`src/rtl/oob_host_ctrl.sv`:
```
// oob_host_ctrl: host-side SATA OOB initiator, COMRESET through link up
module oob_host_ctrl #(
    parameter int DATA_BYTE_WIDTH  = 4,
    parameter int TIMEOUT_CYCLES   = 1000,
    parameter int NOCOMWAKE_CYCLES = 38
) (
    input  logic        clk,
    input  logic        rst,
    input  logic        gtx_ready,
    input  logic        oob_start,
    input  logic        rxcominitdet_in,
    input  logic        rxcomwakedet_in,
    input  logic        rxelecidle_in,
    input  logic [31:0] rxdata_in,
    input  logic [3:0]  rxcharisk_in,
    output logic        txcominit,
    output logic        txcomwake,
    output logic        txelecidle,
    output logic [31:0] txdata_out,
    output logic [3:0]  txcharisk_out,
    output logic        link_up,
    output logic        oob_busy,
    output logic        oob_silence,
    output logic        oob_error
);
    localparam logic [31:0] D102  = 32'h4A4A4A4A;
    localparam logic [31:0] ALIGN = 32'h7B4A4ABC;
    localparam logic [31:0] SYNC  = 32'hB5B5957C;
    localparam int TW = $clog2(TIMEOUT_CYCLES + 1);
    localparam int QW = $clog2(NOCOMWAKE_CYCLES + 1);

    typedef enum logic [3:0] {
        S_IDLE, S_COMRESET, S_WAIT_COMINIT, S_COMWAKE, S_WAIT_COMWAKE,
        S_WAIT_NOCOMWAKE, S_SEND_D102, S_SEND_ALIGN, S_READY, S_ERROR
    } state_t;

    if (DATA_BYTE_WIDTH != 4) begin : g_width_check
        $error("oob_host_ctrl supports only DATA_BYTE_WIDTH == 4");
    end

    state_t        state_q, state_d;
    logic [TW-1:0] timer_q, timer_d;
    logic [QW-1:0] quiet_q, quiet_d;
    logic          cominit_q, comwake_q, elecidle_q;
    logic [31:0]   rxdata_q;
    logic [3:0]    rxcharisk_q;
    logic          txcominit_q, txcominit_d, txcomwake_q, txcomwake_d;
    logic          txelecidle_q, txelecidle_d, link_up_q, link_up_d;
    logic          silence_q, silence_d, error_q, error_d;
    logic [31:0]   txdata_q, txdata_d;
    logic [3:0]    txcharisk_q, txcharisk_d;
    logic          rst_c, aligndet, syncdet, timeout, timed;

    assign rst_c    = rst | ~gtx_ready;
    assign aligndet = (rxdata_q == ALIGN) && (rxcharisk_q == 4'h1);
    assign syncdet  = (rxdata_q == SYNC) && (rxcharisk_q == 4'h1);
    assign timeout  = timer_q == TW'(TIMEOUT_CYCLES - 1);
    assign timed    = state_q inside {S_WAIT_COMINIT, S_WAIT_COMWAKE, S_SEND_D102, S_SEND_ALIGN};

    // Next state and next registered outputs; detects are checked before timeouts so they win a tie
    always_comb begin
        state_d      = state_q;
        quiet_d      = quiet_q;
        txcominit_d  = 1'b0;
        txcomwake_d  = 1'b0;
        silence_d    = 1'b0;
        error_d      = 1'b0;
        txelecidle_d = txelecidle_q;
        txdata_d     = txdata_q;
        txcharisk_d  = txcharisk_q;
        case (state_q)
            S_IDLE: if (oob_start) begin
                state_d     = S_COMRESET;
                txcominit_d = 1'b1;
            end
            S_COMRESET: state_d = S_WAIT_COMINIT;
            S_WAIT_COMINIT: if (cominit_q) begin
                state_d     = S_COMWAKE;
                txcomwake_d = 1'b1;
            end else if (timeout) begin
                state_d   = S_IDLE;
                silence_d = 1'b1;
            end
            S_COMWAKE: state_d = S_WAIT_COMWAKE;
            S_WAIT_COMWAKE: state_d = comwake_q ? S_WAIT_NOCOMWAKE : timeout ? S_ERROR : S_WAIT_COMWAKE;
            S_WAIT_NOCOMWAKE: if (comwake_q) begin
                quiet_d = '0;
            end else if (quiet_q == QW'(NOCOMWAKE_CYCLES - 1)) begin
                state_d      = S_SEND_D102;
                txelecidle_d = 1'b0;
                txdata_d     = D102;
                txcharisk_d  = 4'h0;
            end else begin
                quiet_d = quiet_q + 1'b1;
            end
            S_SEND_D102: if (aligndet) begin
                state_d     = S_SEND_ALIGN;
                txdata_d    = ALIGN;
                txcharisk_d = 4'h1;
            end else if (timeout) begin
                state_d = S_ERROR;
            end
            S_SEND_ALIGN: if (syncdet) begin
                state_d     = S_READY;
                txdata_d    = SYNC;
                txcharisk_d = 4'h1;
            end else if (timeout) begin
                state_d = S_ERROR;
            end
            S_READY: state_d = elecidle_q ? S_ERROR : S_READY;
            S_ERROR: state_d = S_IDLE;
            default: state_d = S_IDLE;
        endcase
        if (state_d == S_ERROR) begin
            error_d      = 1'b1;
            txelecidle_d = 1'b1;
            txdata_d     = '0;
            txcharisk_d  = '0;
        end
        if (state_q != S_WAIT_NOCOMWAKE) quiet_d = '0;
        link_up_d = state_d == S_READY;
        timer_d   = (state_d != state_q || !timed) ? '0 : timer_q + 1'b1;
    end

    // Register rx inputs, state, timers and all outputs; reset or a not-ready transceiver forces idle
    always_ff @(posedge clk) begin
        if (rst_c) begin
            state_q      <= S_IDLE;
            timer_q      <= '0;
            quiet_q      <= '0;
            cominit_q    <= 1'b0;
            comwake_q    <= 1'b0;
            elecidle_q   <= 1'b0;
            rxdata_q     <= '0;
            rxcharisk_q  <= '0;
            txcominit_q  <= 1'b0;
            txcomwake_q  <= 1'b0;
            txelecidle_q <= 1'b1;
            txdata_q     <= '0;
            txcharisk_q  <= '0;
            link_up_q    <= 1'b0;
            silence_q    <= 1'b0;
            error_q      <= 1'b0;
        end else begin
            state_q      <= state_d;
            timer_q      <= timer_d;
            quiet_q      <= quiet_d;
            cominit_q    <= rxcominitdet_in;
            comwake_q    <= rxcomwakedet_in;
            elecidle_q   <= rxelecidle_in;
            rxdata_q     <= rxdata_in;
            rxcharisk_q  <= rxcharisk_in;
            txcominit_q  <= txcominit_d;
            txcomwake_q  <= txcomwake_d;
            txelecidle_q <= txelecidle_d;
            txdata_q     <= txdata_d;
            txcharisk_q  <= txcharisk_d;
            link_up_q    <= link_up_d;
            silence_q    <= silence_d;
            error_q      <= error_d;
        end
    end

    assign txcominit     = txcominit_q;
    assign txcomwake     = txcomwake_q;
    assign txelecidle    = txelecidle_q;
    assign txdata_out    = txdata_q;
    assign txcharisk_out = txcharisk_q;
    assign link_up       = link_up_q;
    assign oob_silence   = silence_q;
    assign oob_error     = error_q;
    assign oob_busy      = (state_q != S_IDLE) && (state_q != S_READY);
endmodule

```
`config.mk`:
```
export PLATFORM = sky130hd
export DESIGN_NAME = oob_host_ctrl
export DESIGN_NICKNAME = d
export VERILOG_FILES = /design/src/rtl/oob_host_ctrl.sv
export SDC_FILE = /design/constraint.sdc
export NUM_CORES = 1
export LEC_CHECK = 0
export BUFFER_PORTS_ARGS = -buffer_cell sky130_fd_sc_hd__buf_2
export CAP_MARGIN = 5
export CORE_ASPECT_RATIO = 0.6
export CORE_MARGIN = 2
export CORE_UTILIZATION = 42
export CTS_BUF_LIST = sky130_fd_sc_hd__clkbuf_4
export DETAILED_ROUTE_END_ITERATION = 8
export PLACE_DENSITY = 0.7
export SLEW_MARGIN = 25
export SYNTH_ARGS = -nofsm -noshare
export SYNTH_HDL_FRONTEND = slang
export SYNTH_SLANG_ARGS = --single-unit
```
`constraint.sdc`:
```
create_clock -name clk -period 2.22 [get_ports clk]
set_input_delay 0 -clock clk [delete_from_list [all_inputs] [get_ports clk]]
set_output_delay 0 -clock clk [all_outputs]
set_load 0.03 [all_outputs]
```
; Word-level counts from Yosys, hierarchy flattened
; Index checks and enable logic that the tools add are counted.
[totals]
register_bits = 101
latchBits = 0
ram_bits = 0
mem_bits_ro = 0
inputBits = 43
output_inout_bits = 43
word_cells = 92
mem_count = 0
[classes]
n_addsub = 2
mul = 0
n_div = 0
magnitude_cmp = 0
eq_ne = 23
shift = 0
muxes = 28
bitwise = 5
n_reduce_logical = 18
[op_table]
columns = cell, count
row1 = two-way mux 32 bit, 4
row2 = case mux 32 bit (3 select lines), 1
row3 = two-way mux 4 bit, 14
row4 = case mux 4 bit (9 select lines), 1
row5 = "== test 32 x 31 -> 1 bit, second input constant", 1
row6 = "== test 32 bit, second input constant", 1
row7 = "== test 4 x 3 -> 1 bit, second input constant", 4
row8 = "== test 4 bit, second input constant", 3
row9 = two-way mux 6 bit, 2
row10 = case mux 4 bit (3 select lines), 1
row11 = "adder 10 x 1 -> 10 bit, second input constant", 1
row12 = "== test 10 bit, second input constant", 1
row13 = "!= test 2 bit, second input constant", 5
row14 = OR reduction 2 bit, 5
row15 = "== test 4 x 1 -> 1 bit, second input constant", 2
row16 = "== test 4 x 2 -> 1 bit, second input constant", 2
row17 = nonzero test 4 bit, 2
row18 = "adder 6 x 1 -> 6 bit, second input constant", 1
row19 = "== test 6 bit, second input constant", 1
row20 = two-way mux 1 bit, 5
row21 = AND reduction 5 bit, 1
row22 = zero test 4 bit, 1
row23 = "!= test 4 x 3 -> 1 bit, second input constant", 1
row24 = != test 4 bit, 1
row25 = other kinds (10), 15

; Longest topological paths before layout
[depth]
depth_word = 7
ltp_mapped = 8
depth_no_buf = 8

; Worst setup path before layout
; No wires, ideal clock.
[synth_timing]
kind = register to register
startpoint = reg rxcharisk_q[3]
endpoint = reg timer_q[2]
setup_time_ns = 0.139
t_arrival_ns = 1.848
required_time_ns = 2.081
path_slack_ns = 0.233
stages_incl_launch_ff = 7
n_path_buf = 0
period_less_slack_ns = 1.987
path_cell_list = dfxtp_1 and4bb_1 nand4_2 or3_4 a31o_4 nor4_4 nor3_1
[synth_between]
elab_chain_cells = 7
elab_cells_between_ends = 9
classes_between = 2 x eq/ne / 3 x mux / 4 x reduce/logical
[synth_rtl]
columns = element, line
row1 = "start, declared", 46  ; logic [3:0] rxcharisk_q;
row2 = "start signal, assigned", 152  ; rxcharisk_q <= rxcharisk_in;
row3 = == test 4 x 1 -> 1 bit (*), "55, 56"
row4 = "logical AND 1 bit, on equally long branches", "56, 55"
row5 = "two-way mux 4 bit, on equally long branches", "103, 96"
row6 = case mux 4 bit (9 select lines) (*), 71  ; case (state_q)
row7 = != test 4 bit (*), 122  ; timer_d = (state_d != state_q || !timed) ? '0 : timer_q + 1'b1;
row8 = logical OR 1 bit (*), 122
row9 = OR reduction 2 bit (no source line) (*), n/a
row10 = "end signal, assigned", 146  ; timer_q <= timer_d;
row11 = "end, declared", 42  ; logic [TW-1:0] timer_q, timer_d;
; Mark *: on every way between the ends. The rest lies on a longest branch, timed or not.
; A chain may end at the register's enable or synchronous reset.

; Worst setup path after layout
[layout_timing]
startpoint = reg rxcharisk_q[3]
endpoint = reg timer_q[4]
; Same word-level chain as after synthesis.

==> flow_summary.json <==
{
  "clockBufferDepth": 2,
  "ys.flop_type": "dfxtp_1",
  "synthMuxAreaShare": 0.00369,
  "grt_max_degree": 43,
  "critPathKind": "reg -> reg",
  "detailed_place_hpwl_um": 4610,
  "period_share": 0.931,
  "drv_cap": 0,
  "ys_top_cells_by_area": "dfxtp_1 47%, and2_1 9.0%, buf_4 7.1%, nor2_1 2.8%, nor3_1 2.8%",
  "grt_pass1_vias": 2280,
  "slew_headroom": 0.660,
  "hold_ws_ns": 0.0975,
  "fp.dieH_um": 70.1,
  "async_flop_share": 0,
  "fmax_mhz": 484,
  "cts.reportedPaths.clkPinSlew_ns": 0.11,
  "cp.arrival_ns": 2.36,
  "status": "complete, no violations",
  "rows": 24,
  "detail-route-antenna-nets": 0,
  "io_pins": 86,
  "synth-seq-cells": 72,
  "grt_overflow": 0,
  "cp_max_fo": 10,
  "setup_tns_ns": 0,
  "fin_crit_ns": 2.07,
  "drv_slew": 0,
  "post_drt_wl_per_cell_um": 12.7,
  "vias_per_cell": 4.78,
  "insertedDiodeCount": 0,
  "synth_top_family_by_area": "simple AND/OR/NAND/NOR gates",
  "wl_um": 6530,
  "drc_errors": 0,
  "synth_edf_count": 0,
  "nets": 466,
  "synth_simple_gate_area_frac": 0.310,
  "grt_pass1_wl_um": 10500,
  "fin_skew_ns": 0.0174,
  "startpoint_type": "flop",
  "leakage_uw": 0.00171,
  "clock_latency_ns": 0.41,
  "multi_input_area_um2": 1390,
  "antenna_found_initial": 0,
  "clkSinkCount": 72,
  "cts_root_buf": "clkbuf_4",
  "vias": 2464,
  "cts_max_level": 3,
  "endpoint_kind": "flop",
  "dieArea_um2": 7990,
  "grt_use_total": 0.169,
  "cts_tree": "built",
  "finalHoldViolations": 0,
  "drtPass1Iterations": 4,
  "seq_area_um2": 1450,
  "port_buffers": 80,
  "layout-drive-gt1-share": 0.299,
  "synthCells": 312,
  "irDropWorstVdd_v": 0.000280,
  "synthAdderAreaFrac": 0.0123,
  "post-route-util": 0.560,
  "synth_compound_area_frac": 0.0782,
  "syn_avg_cell_area_um2": 9.79,
  "syn_area_um2": 3050,
  "nFillCells": 617,
  "yosysTopAreaCell": "dfxtp_1",
  "cts_buffers": 9,
  "worstMarginPinSlew_ns": 0.504,
  "cp.required_ns": 2.52,
  "gp_congestion": 0.899,
  "hold_class": "in -> reg",
  "synthXorXnorAreaFrac": 0.0344,
  "dieWidth_um": 114,
  "core_area_um2": 7150,
  "setup_viol_count_final": 0,
  "drt_first_iter_violations": 103,
  "synth.top_cell.area_share": 0.472,
  "synthesis.yosys.warnings": 0,
  "start_util": 0.427,
  "powerDensity_nw_per_um2": 607,
  "fin_cells": 516,
  "area_growth_pct": 31.0,
  "yosysUniqueCellTypes": 53,
  "dp_cells": 459,
  "seq_area_frac_synth": 0.472
}
[cells in the final DEF (no fill, tap or decap), types with 7 or more instances in the layout]
| cell type | synthesis | routed |
|---|---|---|
| buf_2 | 2 | 80 |
| xor2_1 | 8 | 8 |
| nand3_1 | 7 | 7 |
| and2_1 | 44 | 43 |
| dlygate4sd3_1 | 0 | 40 |
| nor3_1 | 17 | 17 |
| dfxtp_1 | 72 | 68 |
| nor2_1 | 23 | 23 |
| buf_4 | 29 | 10 |
| clkbuf_4 | 0 | 10 |
| nand2_1 | 13 | 13 |
[per-stage QoR]
| stage | power [uW] | cell area (um^2) | worst slack, ns |
|---|---|---|---|
| after floorplan | 1440 | 3070 | 0.233 |
| after global placement | 1490 | 3400 | 0.175 |
| after detailed placement | 1490 | 3400 | 0.143 |
| after CTS | 2440 | 3960 | 0.0961 |
| after global routing | 2530 | 4000 | -0.0236 |
| final | 2430 | 4000 | 0.154 |
[per-layer routing]
metal,GRT usage,vias to the layer above,wire length (um)
li1,-,1266,-
met1,0.227,1099,3230
met2,0.257,92,2800
met3,0.0668,7,456
met4,0.0366,0,48
met5,0,-,0
[report_power, final]
group	switching [uW]	internal [uW]	total, uW
registers	14.7	1320	1340
logic	73.5	111	185
clock network	443	464	907
total	531	1900	2430
[cells in the mapped netlist (3+ instances only)]
| master | instances |
|---|---|
| dfxtp_1 | 72 |
| and2_1 | 44 |
| buf_4 | 29 |
| nor2_1 | 23 |
| nor3_1 | 17 |
| nand2_1 | 13 |
| xor2_1 | 8 |
| a21oi_1 | 7 |
| and4b_1 | 7 |
| nand3_1 | 7 |
| clkbuf_1 | 6 |
| inv_1 | 5 |
| or3_1 | 5 |
| nand4_1 | 4 |
| nor2b_1 | 4 |
| xnor2_1 | 4 |
| and3_1 | 3 |
| and4bb_2 | 3 |
| ha_1 | 3 |
| nand2b_1 | 3 |
| nor4bb_1 | 3 |
[sequential cells by signal, indices dropped and copies added (netlist names)]
name         count
oob_error        1
txcominit        1
rxcharisk_q      4
txcomwake        1
oob_silence      1
state_q          4
rxdata_q        32
txelecidle       1
quiet_q          6
txdata_out       7
comwake_q        1
cominit_q        1
link_up          1
elecidle_q       1
timer_q         10
[repair_timing]
item | CTS | global route
setup buffers | 0 | 1
hold buffers | 40 | 0
gates resized for setup | 0 | 10
endpoints found under the setup margin | 0 | 19
endpoints found under the hold margin | 40 | 0
[worst max-delay path, cell delays in order, from the launching register on]
cell and delay [ns]:
dfxtp_1 0.32, and4bb_1 0.27, nand4_2 0.16, or3_4 0.47, a31o_4 0.27, nor4_4 0.19, buf_4 0.20, nor3_1 0.07
[area by class of cell]
type                            count  share of cell area
Inverter                            5             0.00469
Clock inverter                      6              0.0210
Sequential cell                    72               0.361
Multi-Input combinational cell    202               0.347
Timing Repair Buffer              130               0.219
Tap cell                           91              0.0285
Clock buffer                       10              0.0188
[worst paths after layout]
kind         cells after the start           start  slack [ns]     endpoint
max                              7  rxcharisk_q[3]        0.15   timer_q[4]
min                              4       gtx_ready         0.1   state_q[0]
max reg2reg                      7  rxcharisk_q[3]        0.15   timer_q[4]
min reg2reg                      1       cominit_q        0.46  oob_silence
[cells by family (layout without fill, tap and decap cells)]
kind of cell    count (synthesis)  after routing
flops                          72             72
other cells                     1              5
buf+inv                        42            151
xor+xnor                       12             12
simple gates                  152            152
fa+ha+maj                       3              3
mux                             1              1
compound gates                 29             29
Note: power is estimated with default switching activity, not from simulation.
